**src/rtl/fifo_word_serializer.sv**
```systemverilog
// fifo_word_serializer: pops words from a show-ahead FIFO and shifts them out
// MSB-first on a 1-bit link with frame/start markers, an optional even-parity
// bit and a fixed idle gap between frames. The link can stall via ser_rdy_i.
module fifo_word_serializer #(
  parameter int DWID   = 16,
  parameter int PAR_EN = 1,
  parameter int GAP    = 2
) (
  input  logic            clk,
  input  logic            rst,
  input  logic            empty_i,
  input  logic [DWID-1:0] rdata_i,
  output logic            rd_o,
  output logic            ser_o,
  output logic            frame_o,
  output logic            sof_o,
  input  logic            ser_rdy_i,
  output logic            busy_o,
  output logic [15:0]     word_cnt_o
);

  localparam int CW = $clog2(DWID);

  localparam logic [1:0] IDLE   = 2'd0;
  localparam logic [1:0] SHIFT  = 2'd1;
  localparam logic [1:0] PAR    = 2'd2;
  localparam logic [1:0] GAP_ST = 2'd3;

  // Where a finished frame goes: into the idle gap, or straight back to IDLE.
  localparam logic [1:0]    AFTER    = (GAP > 0) ? GAP_ST : IDLE;
  localparam logic [CW-1:0] LAST_BIT = CW'(DWID - 1);
  localparam logic [3:0]    GAP_LAST = (GAP > 0) ? 4'(GAP - 1) : 4'd0;

  logic [1:0]      state_q, state_d;
  logic [DWID-1:0] shreg_q, shreg_d;
  logic [CW-1:0]   bit_cnt_q, bit_cnt_d;
  logic [3:0]      gap_cnt_q, gap_cnt_d;
  logic            par_q, par_d;
  logic [15:0]     word_cnt_q, word_cnt_d;

  // Pop strobe: only from IDLE, never on an empty FIFO, never during reset.
  assign rd_o = (state_q == IDLE) && !empty_i && !rst;

  // Link-side outputs are decoded from the current state.
  always_comb begin
    ser_o   = 1'b0;
    frame_o = 1'b0;
    sof_o   = 1'b0;
    case (state_q)
      SHIFT: begin
        ser_o   = shreg_q[DWID-1];
        frame_o = 1'b1;
        sof_o   = (bit_cnt_q == '0);
      end
      PAR: begin
        ser_o   = par_q;
        frame_o = 1'b1;
      end
      default: ;
    endcase
  end

  assign busy_o     = (state_q != IDLE);
  assign word_cnt_o = word_cnt_q;

  // Next-state logic for the frame sequencer and its datapath.
  always_comb begin
    state_d    = state_q;
    shreg_d    = shreg_q;
    bit_cnt_d  = bit_cnt_q;
    gap_cnt_d  = gap_cnt_q;
    par_d      = par_q;
    word_cnt_d = word_cnt_q;
    case (state_q)
      IDLE: begin
        if (rd_o) begin
          shreg_d   = rdata_i;
          bit_cnt_d = '0;
          par_d     = ^rdata_i;
          state_d   = SHIFT;
        end
      end
      SHIFT: begin
        if (ser_rdy_i) begin
          shreg_d   = {shreg_q[DWID-2:0], 1'b0};
          bit_cnt_d = bit_cnt_q + CW'(1);
          if (bit_cnt_q == LAST_BIT) begin
            if (PAR_EN != 0) begin
              state_d = PAR;
            end else begin
              // Last data bit accepted closes the frame when there is no parity.
              word_cnt_d = word_cnt_q + 16'd1;
              gap_cnt_d  = 4'd0;
              state_d    = AFTER;
            end
          end
        end
      end
      PAR: begin
        if (ser_rdy_i) begin
          word_cnt_d = word_cnt_q + 16'd1;
          gap_cnt_d  = 4'd0;
          state_d    = AFTER;
        end
      end
      GAP_ST: begin
        // Gap is timed in clock cycles; the link handshake plays no part here.
        if (gap_cnt_q == GAP_LAST) begin
          state_d = IDLE;
        end else begin
          gap_cnt_d = gap_cnt_q + 4'd1;
        end
      end
      default: state_d = IDLE;
    endcase
  end

  // State register; reset abandons any frame in flight.
  always_ff @(posedge clk) begin
    if (rst) begin
      state_q    <= IDLE;
      shreg_q    <= '0;
      bit_cnt_q  <= '0;
      gap_cnt_q  <= 4'd0;
      par_q      <= 1'b0;
      word_cnt_q <= 16'd0;
    end else begin
      state_q    <= state_d;
      shreg_q    <= shreg_d;
      bit_cnt_q  <= bit_cnt_d;
      gap_cnt_q  <= gap_cnt_d;
      par_q      <= par_d;
      word_cnt_q <= word_cnt_d;
    end
  end

endmodule

```
**config.mk**
```make
export PLATFORM = sky130hd
export DESIGN_NAME = fifo_word_serializer
export DESIGN_NICKNAME = d
export VERILOG_FILES = /design/src/rtl/fifo_word_serializer.sv
export SDC_FILE = /design/constraint.sdc
export NUM_CORES = 1
export LEC_CHECK = 0
export BUFFER_PORTS_ARGS = -buffer_cell sky130_fd_sc_hd__buf_2
export CAP_MARGIN = 20
export CORE_ASPECT_RATIO = 1.25
export CORE_MARGIN = 3
export CORE_UTILIZATION = 59
export DETAILED_ROUTE_END_ITERATION = 10
export PLACE_DENSITY = 0.84
export SLEW_MARGIN = 20
export SYNTH_ARGS = -nofsm -noshare
export SYNTH_HDL_FRONTEND = slang
export SYNTH_SLANG_ARGS = --single-unit
```
**constraint.sdc**
```tcl
create_clock -name clk -period 3.45 [get_ports clk]
set_input_delay 0.69 -clock clk [delete_from_list [all_inputs] [get_ports clk]]
set_output_delay 0.69 -clock clk [all_outputs]
set_load 0.02 [all_outputs]
```
==> results of run 1 <==
-- cell usage in the layout (no fill, tap or decap), types with 8 or more instances in the layout --
master                     synthesis  final
sky130_fd_sc_hd__nand2_1          13     13
sky130_fd_sc_hd__nor2_1           40     40
sky130_fd_sc_hd__a211oi_1         16     16
sky130_fd_sc_hd__xnor2_1          17     17
sky130_fd_sc_hd__xor2_1           17     17
sky130_fd_sc_hd__inv_1             8      8
sky130_fd_sc_hd__dfxtp_1          43     43
sky130_fd_sc_hd__ha_1             10     10
sky130_fd_sc_hd__mux2i_1          18     18
sky130_fd_sc_hd__buf_2             3     40
-- worst max path at each step --
stage | endpoint | slack [ns] | startpoint | cells after the start
final | rd_o | 1.10 | rst | 3
after global routing | rd_o | 1.01 | rst | 3
after CTS | rd_o | 1.10 | rst | 3
after detailed placement | shreg_q[9] | 0.82 | rst | 6
after global placement | shreg_q[6] | 0.92 | rst | 6
after floorplan | sof_o | 1.25 | state_q[1] | 6
-- registers in the layout, summed over array words and instances, names as in the netlist --
| signal | count |
|---|---|
| bit_cnt_q | 4 |
| word_cnt_o | 16 |
| shreg_q | 16 |
| par_q | 1 |
| state_q | 2 |
| gap_cnt_q | 4 |
-- through the flow --
step / utilization / power [W] / setup WS [ns] / cells / hold WS (ns)
after floorplan: - / 0.00130 / 1.25 / 240 / 0.445
after global placement: 0.674 / 0.00140 / 0.919 / 309 / 0.460
after detailed placement: 0.674 / 0.00143 / 0.822 / 309 / 0.465
after CTS: 0.700 / 0.00176 / 1.10 / 317 / 0.478
after global routing: 0.700 / 0.00186 / 1.01 / 317 / 0.504
final: 0.700 / 0.00174 / 1.10 / 317 / 0.471
-- cell families after synthesis --
logic type,Yosys count
flops,43
mux,18
buf+inv,20
simple gates,84
fa+ha+maj,10
compound gates,31
xor+xnor,34
-- Yosys cell counts (all sizes together) --
cell    number
dfxtp       43
and4         1
nor3         3
buf          9
xor2        17
a22oi        1
nor2b        1
mux2i       18
a211oi      16
and3         3
a21oi        7
o211a        1
xnor2       17
o21ai        4
and2         1
nor2        40
a221o        1
ha          10
or2          1
a31oi        1
nand2b       5
clkbuf       3
nand3b       3
nand2       13
nand4        6
inv          8
nand3        7
-- power by group through the flow --
stage                     Combinational, W  Sequential [W]  Clock [W]
after floorplan                   0.000620        0.000680          0
after global placement            0.000706        0.000697          0
after detailed placement          0.000731        0.000697          0
after CTS                         0.000729        0.000689   0.000345
after global routing              0.000800        0.000700   0.000362
final                             0.000720        0.000688   0.000336
-- critical path: cells and delay by family --
kind | cells | cell delay (ns)
and+or+nand+nor | 1 | 0.20
buffers and inverters | 2 | 0.76
-- final cells by class --
class	instances	share of cell area
multi-input cells	177	0.493
flip-flops and latches	43	0.350
repair buffers	42	0.0875
clock buffers	5	0.0280
well taps	39	0.0198
inverters	8	0.0122
clock inverters	3	0.00966
-- layer usage --
| metal | vias to the layer above | global-route usage | wire length, µm |
|---|---|---|---|
| met2 | 31 | 0.322 | 1910 |
| met5 | - | 0 | 0 |
| met4 | 0 | 0.0714 | 55 |
| li1 | 888 | - | - |
| met3 | 5 | 0.0580 | 202 |
| met1 | 798 | 0.224 | 1770 |
==> impl.org, run 1 <==
** Route
- After detailed routing, the total wire length is approximately 4000 µm.
- DR vias/cell :: roughly 5.4
- Drt drc :: 0
- Antenna-violating nets left :: 0
- Number of optimization iterations in the first detailed-route pass :: 4
- Vias after detailed routing :: 1722
- Wirelength per Cell :: between 10 and 15 µm
- The first routing iteration left 70 violations.

** Global routing
- The via count of the first global-routing pass is 1533.
- Wire length of the first global-routing pass :: approximately 6500 µm
- GR Util All Layers :: 0.191
- Total congestion overflow :: 0
- Entering global routing, the biggest net connects 40 pins.
- Antenna violations before repair :: 0

** Outcome
- Run status :: finished, final reports clean

** Yosys
- Synth area leaders :: sky130_fd_sc_hd__dfxtp_1 (40%), sky130_fd_sc_hd__mux2i_1 (8.3%), sky130_fd_sc_hd__nor2_1 (6.9%), sky130_fd_sc_hd__xnor2_1 (6.9%), sky130_fd_sc_hd__xor2_1 (6.9%)
- Number of synthesis warnings :: 0
- Synth Register Bits :: 43
- Synth Area in Compound Gates :: 0.0991
- Fraction of synthesized area in multiplexers :: 0.0830
- For this run, the register share of the synthesized area comes to 0.397.
- Adder-cell share of the synthesized area :: 0.0576
- Nets in the synthesized netlist :: between 200 and 300
- Simple logic cell fraction of the synthesized area :: 0.182
- Of the total synthesized cell area, the portion taken by XOR and XNOR cells is 0.137.
- The synthesized netlist occupies a cell area of approximately 2200 µm².
- Of all cell types, the one taking the most synthesized area is sky130_fd_sc_hd__dfxtp_1.
- Count of cell types in the netlist :: 30
- Synthesized area divided by synthesized cell count :: a little over 9 µm²
- After synthesis, the largest family of logic cells by area is simple AND/OR/NAND/NOR gates.
- Of the post-synthesis cell area, the dominant cell type holds 0.397.
- In the synthesized netlist, the number of instances is 240.

** Clock network
- Clock tree synthesis inserted a total of 5 buffers.
- After clock tree synthesis, the clock-pin slew on the worst setup and hold paths is 0.09 ns.
- The number of setup buffers added after CTS is 0.
- Counting along the longest clock path gives a buffer depth of 2.
- The clock reaches the later pin of the worst-skew pair after 0.31 ns.
- Once the clock tree was built, the resizer swapped 0 gates to a different size.
- Buffers inserted to repair hold after CTS numbered 0.
- TritonCTS Sinks :: 43
- Level count of the clock H-tree :: 2
- CTS tree :: done
- In this run the clock root is driven by a sky130_fd_sc_hd__clkbuf_8.

** Setup path
- Data arrival time of the worst path :: between 1.5 and 2 ns
- STA puts the critical path data required time at ~2.8 ns.
- Cell-by-cell listing of the critical path :: buf_2 -> nor2_1 -> buf_2
- Measured in cells, the most critical reg-to-reg path has a length of 7.
- In this run the register-to-register setup slack is approximately 1.3 ns.
- Critical register-to-register path startpoint :: state_q[1]
- STA classifies the critical path endpoint as an output port.
- For this design, the slowest cell found on the critical path is sky130_fd_sc_hd__buf_2.
- Critical path's most frequent cell :: sky130_fd_sc_hd__buf_2
- CP startpoint kind :: input port
- Capture instance of the worst register-to-register path :: shreg_q[7]
- Maximum fanout encountered on the critical timing path :: 39
- Type of the setup path with the least slack :: in -> out
- Maximum cell stage delay along the critical path :: between 0.5 and 0.6 ns

** Power
- In this run the static leakage power is about 1 nW.
- The share of total power dissipated in combinational logic is 0.413.
- Clock share of power :: 0.193
- Total power per unit cell area :: about 710 nW/µm²
- Of the total power, registers draw 0.395.
- Summed over all nets, the switching power comes to approximately 0.00067 W.
- Internal Pwr Total :: 0.00107 W
- Of the total power, the share spent switching nets is 0.385.
- IR analysis of the VDD net gives a maximum drop of 0.618 mV.

** Floorplan
- Die width :: ~60 µm
- Number of placed I/O pins :: 41
- Measured along the y axis, the die boundary spans 73.8 µm.
- Total core area :: approximately 3500 µm²
- Std-Cell Rows :: 24
- The initial utilization of the core area, before any placement, comes to 0.618.
- The floorplan step defined a die boundary enclosing around 4400 µm².

** Timing
- Transition time at the pin with the least slew margin :: approximately 0.70 ns
- Final slew viol count :: 0
- Setup violations remaining at the end of the flow were counted as 0.
- Summed over all failing endpoints, the final setup total negative slack is 0 ns.
- Setup repair after global routing left no endpoint under its margin.
- Worst max-slew margin expressed relative to the limit :: 0.532
- Max Clock Freq :: approximately 430 MHz
- Worst setup skew after layout :: 0.00708 ns
- Fin crit share :: 0.680
- The number of hold violations in the final report came to 0.
- Counting I/O delays and the setup requirement, the final critical path takes 2.35 ns.

** Placement
- Detailed placer's ending HPWL :: slightly below 3000 µm
- Port Buffer Count :: 40
- Global placement routability congestion :: 0.762
- Summing all placed instances gives a cell area of roughly 2400 µm².

** Cells and area
- ANT cells :: 0
- The filler cells instantiated in the layout total 292.
- Relative to the synthesized area, the layout overhead comes to 13.3%.
- Fraction of layout instances using a drive strength above 1 :: 0.191
- After routing the design area is roughly 2500 µm².
- Summing all flip-flop and latch instances after layout gives ~860 µm².
- At the end of the flow, the number of nets in the layout was a little over 300.
- The multi-input combinational cells in the finished layout cover a total of 1210 µm².

** Min path
- Class of the tightest hold or removal check :: reg -> reg
- Number of cells on the worst hold path :: 2
- For hold timing, the worst endpoint is shreg_q[0].
- Launch instance of the worst min-delay path :: shreg_q[0]

** Flow run
- Across the run, the number of max-cap violations was 0.
(Power assumes the default switching activity.)
==> run 2, diff against run 1 <==
Settings changed: ABC_AREA from default to 1, CORE_UTILIZATION 59 to 51, PLACE_DENSITY 0.84 to 0.76.
Clock period 3.45 ns to 2.1 ns, I/O delays scaled along.
==> impl.org, run 2 <==
** Outcome
- The run finished with clean final reports.

** Route
- Number of optimization iterations in the first detailed-route pass :: 4 (unchanged)
- The routed via count divided by cell count came to 4.89 (-9.9%).
- After detailed routing, no signal wire sits above met4.
- Met3 Routed Length :: 148 µm (-27%)
- The met1 wire length was 2350 µm (+33%).
- Drt first-iter violations :: 63 (-10%)
- The routed wire length was 4990 µm (+27%).
- The number of nets with antenna violations after routing came to 0 (unchanged).
- The total via count after detailed routing came to 2397 (+39%).
- Detailed route wirelength on metal2 :: 2400 µm (+26%)
- The average wire per standard cell was 10.2 µm (-18%).
- The DRC violation count after routing was 0 (unchanged).

** Timing
- The clock period could shrink to around 1.9 ns.
- The final max-slew violation count came to 0 (unchanged).
- Fin crit share :: 0.922
- Hold Worst Slack :: 0.416 ns (-0.0544 ns)
- RSZ-0062 raised after global routing :: no
- The pin slew with the least headroom to its limit was 0.506 ns (-0.196 ns).
- The slack of the critical path is 0.163 ns (-0.940 ns).
- Setup_tns :: 0 ns (unchanged)
- The headroom to the max-slew limit came to 0.660 (+0.129).
- The number of hold violations in the final report is 0 (unchanged).
- The final-report setup violation count came to 0 (unchanged).
- Max Clock Freq :: 516 MHz
- The clock skew is 0.00566 ns (-0.00142 ns).

** Power
- Net switching fraction of the power :: 0.387 (+0.00142)
- LEAKAGE :: 1.51 nW (+49%)
- The fraction of power consumed by combinational cells came to 0.386 (-0.027).
- Clock share of power :: 0.214 (+0.021)
- Sequential Power Share :: 0.400 (+0.005)
- The design internal power was 0.00163 W (+52%).
- Net switching component of the power :: 0.00103 W (+53%)
- The power density of the placed cells came to 918 nW/µm² (+29%).
- Max IR drop VDD :: 0.610 mV (-1.3%)

** Yosys
- Post-synth top cells :: sky130_fd_sc_hd__nand2_1 (123), sky130_fd_sc_hd__inv_1 (56), sky130_fd_sc_hd__dfxtp_1 (43)
- The summed instance area of the synthesized netlist was 2540 µm² (+17%).
- The synthesis warning total came to 0 (unchanged).
- The synthesized area per cell was 6.58 µm² (-27%).
- Cells after synthesis :: 386 (+61%)
- The fraction of post-synthesis cell area in the top cell type by area is 0.339 (-0.0576).
- The adder-cell share of the synthesized area is 0.0493 (-0.00838).
- Synth Area in Compound Gates :: 0.153 (+0.0541)
- Ys async rst share :: 0 (unchanged)
- The number of different library cells in the post-synthesis netlist was 35 (+17%).
- The net count after synthesis was 416 (+54%).
- By instance count, the leading cell after synthesis is sky130_fd_sc_hd__nand2_1.
- The xor and xnor area share after synthesis came to 0.0172 (-0.120).
- The mux share of post-synthesis cell area was 0 (-0.0830).
- Yosys attributes the largest share of cell area to sky130_fd_sc_hd__dfxtp_1 (34%), sky130_fd_sc_hd__nand2_1 (18%), sky130_fd_sc_hd__inv_1 (8.3%), sky130_fd_sc_hd__ha_1 (4.9%), sky130_fd_sc_hd__nor2_1 (4.1%).
- By area, the combinational part of the netlist is dominated by simple AND/OR/NAND/NOR gates.
- Among all flip-flop cells after synthesis, the most frequent one is sky130_fd_sc_hd__dfxtp_1.
- The register bit count reported by yosys was 43 (unchanged).
- The sequential area share after synthesis came to 0.339 (-0.0576).
- The basic-gate share of the synthesized area counting and, or, nand and nor cells came to 0.326 (+0.145).
- Cell type with the highest aggregate area in the netlist :: sky130_fd_sc_hd__dfxtp_1
- Number of flops mapped to enable cells by yosys :: 0 (unchanged)

** Global routing
- GR Util All Layers :: 0.171 (-0.0198)
- Wire length of the first global-routing pass :: 8430 µm (+30%)
- The remaining global-route overflow was 0 (unchanged).
- Via count of the first global-routing pass :: 2093 (+37%)
- Maximum number of pins on one net before global-route repair :: 36 (-10%)
- Antenna violations before repair :: 0 (unchanged)

** Flow run
- Number of max-cap violations :: 0 (unchanged)

** Floorplan
- Std-Cell Rows :: 28 (+17%)
- Chip Height :: 84.9 µm (+15%)
- Starting utilization of the core area :: 0.533 (-0.0848)
- The overall die width was 69.1 µm (+15%).
- Total core area :: 4760 µm² (+36%)
- Number of placed I/O pins :: 41 (unchanged)
- Die Outline Area :: 5870 µm² (+32%)

** Clock network
- The deepest level of the CTS H-tree came to 2 (unchanged).
- The count of clock tree sinks is 43 (unchanged).
- Clock latency on the worst-skew pair :: 0.29 ns (-0.02 ns)
- CTS root buf :: sky130_fd_sc_hd__clkbuf_8
- Num CTS Buffers :: 5 (unchanged)
- CTS tree :: done
- Reg clk slew, reported paths :: 0.08 ns (about the same)
- CTS Buffer Depth :: 2 (unchanged)

** Cells and area
- The end-of-flow core utilization came to 0.609 (-0.0909).
- Final nets :: 459 (+50%)
- The antenna cell count is 0 (unchanged).
- Fraction of layout instances using a drive strength above 1 :: 0.167 (-0.0232)
- Commonest non-fill, non-tap cells in the layout :: sky130_fd_sc_hd__nand2_1 (123), sky130_fd_sc_hd__inv_1 (56), sky130_fd_sc_hd__dfxtp_1 (43)
- Area delta synth->final :: 14.3%
- Commonest non-fill, non-tap cell in the layout :: sky130_fd_sc_hd__nand2_1

** Placement
- The count of port buffers added during placement is 40 (unchanged).
- The setup slack at placement was 0.381 ns (-0.442 ns).
- Detailed placer's ending HPWL :: 3840 µm (+31%)
- The global placement routability congestion came to 0.766 (+0.50%).

** Setup path
- Data arrival time of the worst path :: 1.52 ns (-0.14 ns)
- The slowest stage of the critical path belongs to the cell sky130_fd_sc_hd__dfxtp_1.
- The worst setup path is of the reg -> out kind.
- Among cell families on the critical path, the largest total delay comes from buffers and inverters.
- Crit path buf inv count :: 3 (+1)
- Worst Path Required :: 1.68 ns (-1.08 ns)
- The signal on the critical path passes through inv_1 -> ha_1 -> clkinvlp_4 -> nor2_1 -> buf_2.
- STA classifies the critical path startpoint as a flip-flop.
- The worst setup path is captured at an output port.
- The largest fanout of any net on the critical path came to 7 (-82%).
- Maximum cell stage delay along the critical path :: 0.34 ns (-0.20 ns)

** Min path
- The worst hold path belongs to the class in -> reg.
-- run 2: cell count changes in the layout (fill, tap and decap cells not counted), sizes merged, moves of 7 or more --
cell | before | now
a211oi | 16 | 1
a21oi | 7 | 21
a31oi | 1 | 16
inv | 9 | 58
mux2i | 18 | 0
nand2 | 13 | 128
nor2 | 40 | 33
o21ai | 4 | 33
xnor2 | 17 | 3
xor2 | 17 | 2
-- run 2: final timing paths --
kind               startpoint           end  slack, ns  cells after the start
hold reg to reg    shreg_q[0]    shreg_q[0]       0.47                      2
setup / recovery   state_q[1]         sof_o       0.16                      5
setup reg to reg   state_q[0]  bit_cnt_q[3]       0.36                     11
hold / removal    rdata_i[13]   shreg_q[13]       0.42                      3
-- run 2: worst register-to-register path: cells and delay by family (launching register included) --
family | cells | cell delay [ns]
flip-flops | 1 | 0.41
buffers and inverters | 3 | 0.30
AND/OR/NAND/NOR | 5 | 0.38
AO/OA/AOI/OAI | 2 | 0.33
adder cells (fa/ha/maj) | 1 | 0.25
-- run 2: cell families after synthesis --
kind of cell	Yosys count
adder cells (fa/ha/maj)	10
AO/OA/AOI/OAI	72
XOR/XNOR	5
AND/OR/NAND/NOR	186
flip-flops	43
buffers and inverters	70
-- run 2: through the flow --
stage | cells | cell area, µm² | total power [W]
4_1_cts | 487 | 2880 | 0.00265
3_3_place_gp | 479 | 2780 | 0.00206
3_5_place_dp | 479 | 2780 | 0.00208
5_1_grt | 490 | 2900 | 0.00287
6_report | 490 | 2900 | 0.00267
2_1_floorplan | 386 | 2540 | 0.00190
-- run 2: area by class of cell --
class | count | area, µm²
sequential | 43 | 861
fill | 450 | 1860
timing repair buffer | 46 | 245
inverter | 60 | 235
clock buffer | 8 | 100
tap | 60 | 75.1
multi-input combinational | 273 | 1390
-- run 2: power by group through the flow --
stage,logic (W),clock network [W],registers [W]
2_1_floorplan,0.000835,0,0.00107
6_report,0.00103,0.000570,0.00107
3_5_place_dp,0.00100,0,0.00108
4_1_cts,0.00100,0.000582,0.00107
3_3_place_gp,0.000981,0,0.00108
5_1_grt,0.00118,0.000613,0.00108
-- run 2: what timing repair did --
action	in CTS	in global routing
hold buffers	0	0
setup buffers	0	3
resized for setup	0	1
endpoints found under the setup margin	0	1
-- run 2: layer usage --
layer / up-vias / GRT usage
met4: 0 / 0.0710
met1: 1049 / 0.197
met3: 7 / 0.0261
met5: - / 0
li1: 1303 / -
met2: 38 / 0.314
==> run 3, diff against run 2 <==
Settings changed: CORE_UTILIZATION 51 to 56, PLACE_DENSITY 0.76 to 0.79.
Clock period 2.1 ns to 1.8 ns, I/O delays scaled along.
==> impl.org, run 3 (synthesis results as in run 2) <==
** Clock network
- TritonCTS built the clock tree.
- Level count of the clock H-tree :: 2 (unchanged)
- Reg clk slew, reported paths :: 0.07 ns (about the same)
- The count of clock tree sinks came to 43 (unchanged).
- Num CTS Buffers :: 5 (unchanged)
- In this run the clock root is driven by a sky130_fd_sc_hd__clkbuf_8.
- Post-CTS Repair Setup Buffers :: 0 (unchanged)
- The worst-skew pair later-pin latency came to 0.29 ns (about the same).
- Count of hold-fix buffers inserted at cts :: 0 (unchanged)
- The number of buffers on the longest clock path is 2 (unchanged).

** Power
- The power density of the placed cells came to 1060 nW/µm² (+16%).
- The design internal power was 0.00186 W (+14%).
- The power share of the clock group is 0.189 (-0.025).
- The fraction of power consumed by combinational cells was 0.407 (+0.021).
- LEAKAGE :: 1.50 nW (-0.72%)
- Net switching fraction of the power :: 0.400 (+0.0137)
- The maximum resistive drop on vdd came to 0.668 mV (+9.6%).
- Sequential Power Share :: 0.404 (+0.004)
- The net switching power of the design was 0.00124 W (+20%).

** Setup path
- Maximum cell stage delay along the critical path :: 0.34 ns (about the same)
- The worst setup path is launched from a flip-flop.
- Walking the worst path, the cells encountered are inv_2 -> ha_1 -> nand2_1 -> a21oi_1 -> buf_4.
- Crit path buf inv count :: 2 (-1)
- STA classifies the critical path endpoint as an output port.
- Cell family with the largest share of critical-path delay :: flip-flops
- Among all stages on the critical path, the largest delay is contributed by sky130_fd_sc_hd__dfxtp_2.
- Maximum fanout encountered on the critical timing path :: 4 (-3)
- Data arrival time of the worst path :: 1.35 ns (-0.17 ns)
- Startpoint of the most critical setup path :: state_q[1]
- Worst Path Required :: 1.44 ns (-0.24 ns)
- Type of the setup path with the least slack :: reg -> out
- The startpoint identified for the worst register-to-register timing path is state_q[0].

** Floorplan
- Die width :: 66.2 µm (-4.2%)
- Std-Cell Rows :: 26 (-7.1%)
- Starting utilization of the core area :: 0.601 (+0.0675)
- Chip Height :: 81.3 µm (-4.2%)
- Number of placed I/O pins :: 41 (unchanged)
- Total core area :: 4230 µm² (-11%)
- Die Outline Area :: 5380 µm² (-8.2%)

** Timing
- Fin crit share :: 0.950
- The headroom to the max-slew limit was 0.667 (+0.00647).
- The final hold slack is 0.353 ns (-0.0634 ns).
- Final hold viol count :: 0 (unchanged)
- The post-route setup TNS was 0 ns (unchanged).
- Timing would allow up to 585 MHz.
- Final Critical Period :: 1.71 ns
- Transition time at the pin with the least slew margin :: 0.497 ns (-0.00964 ns)
- Setup repair after global routing left no endpoint under its margin.
- The final-report setup violation count was 0 (unchanged).
- Worst setup skew after layout :: 0.00171 ns (-0.00395 ns)
- Final slew viol count :: 0 (unchanged)

** Global routing
- Wire length of the first global-routing pass :: 9310 µm (+10%)
- GR Util All Layers :: 0.218 (+0.0470)
- Antenna violations before repair :: 0 (unchanged)
- Maximum number of pins on one net before global-route repair :: 36 (unchanged)
- The via count of the first global-routing pass is 2245 (+7.3%).
- Total congestion overflow :: 0 (unchanged)

** Placement
- The global placement routability congestion was 0.827 (+8.0%).
- Port Buffer Count :: 40 (unchanged)
- The estimated wirelength of the detail-placed design came to 3910 µm (+1.9%).
- Instance count after placement with tap cells included :: 477 (-0.42%)

** Cells and area
- The proportion of layout cells with a drive suffix above 1 is 0.186 (+0.0190).
- Compared with the post-synthesis result, the final layout area differs by 14.9%.
- Commonest non-fill, non-tap cells in the layout :: sky130_fd_sc_hd__nand2_1 (123), sky130_fd_sc_hd__inv_1 (53), sky130_fd_sc_hd__dfxtp_1 (41)
- Final nets :: 458 (-0.22%)
- Leaving out fill and tap cells, the most frequent cell in the layout is sky130_fd_sc_hd__nand2_1.
- The antenna cell count is 0 (unchanged).
- The final non-filler cell total was 485 (-1.0%).

** Route
- The routed via count divided by cell count is 5.02 (+2.6%).
- The total via count after detailed routing is 2435 (+1.6%).
- The number of DRC markers after the initial detailed-route iteration is 102 (+62%).
- Wirelength per Cell :: 10.6 µm (+4.1%)
- The number of nets with antenna violations after routing came to 0 (unchanged).
- Drt drc :: 0 (unchanged)
- The number of iterations in the first detailed-routing pass is 4 (unchanged).
- Total wire length after detailed routing :: 5140 µm (+3.0%)

** Outcome
- The run finished with clean final reports.

** Min path
- Launch instance of the worst min-delay path :: rdata_i[3]
- Class of the tightest hold or removal check :: in -> reg

** Flow run
- The number of max-cap violations is 0 (unchanged).
run 3: cell types whose count changed in the layout (fill, tap and decap cells not counted), sizes merged:
cell / change
clkbuf: -1
buf: -1
clkinv: +2
clkinvlp: -1
run 3: worst min-delay path, cell delays in order:
cell and delay [ns]:
sky130_fd_sc_hd__buf_2 0.11, sky130_fd_sc_hd__nand2_1 0.06, sky130_fd_sc_hd__a31oi_1 0.07
run 3: path summary, 6_finish.rpt:
| kind | end | slack (ns) | cells after the start |
|---|---|---|---|
| worst max-delay path | ser_o | 0.09 | 5 |
| worst min-delay path | shreg_q[3] | 0.35 | 3 |
| worst max register to register | bit_cnt_q[1] | 0.16 | 11 |
| worst min register to register | shreg_q[2] | 0.48 | 2 |
run 3: final cells by class:
class | instances | area, µm²
fill | 382 | 1310
tap | 56 | 70.1
sequential | 43 | 863
timing repair buffer | 45 | 245
clock buffer | 7 | 76.3
inverter | 60 | 239
multi-input combinational | 273 | 1420
clock inverter | 1 | 5.00
run 3: repair_timing:
item | CTS | global route
gates cloned | 0 | 0
resized for setup | 4 | 14
endpoints found under the setup margin | 3 | 15
run 3: routing by layer:
layer	up-vias	wire length [µm]	track usage
li1	1305	-	-
met1	1083	2240	0.246
met2	41	2640	0.400
met3	6	186	0.0415
met4	0	80	0.0813
met5	-	0	0
run 3: stage by stage:
stage	instance area, µm²	setup WS, ns	util	total power, W
after floorplan	2540	0.0442	-	0.00222
after global placement	2790	0.154	0.659	0.00242
after detailed placement	2790	0.0703	0.659	0.00245
after CTS	2880	-0.00332	0.680	0.00306
after global routing	2920	0.00624	0.690	0.00335
final	2920	0.0904	0.690	0.00310
run 3: power by group through the flow:
stage	Sequential, W	Clock, W	Combinational, W
after detailed placement	0.00126	0	0.00119
final	0.00125	0.000585	0.00126
after global routing	0.00128	0.000645	0.00143
after floorplan	0.00125	0	0.000974
after CTS	0.00125	0.000604	0.00121
after global placement	0.00126	0	0.00116
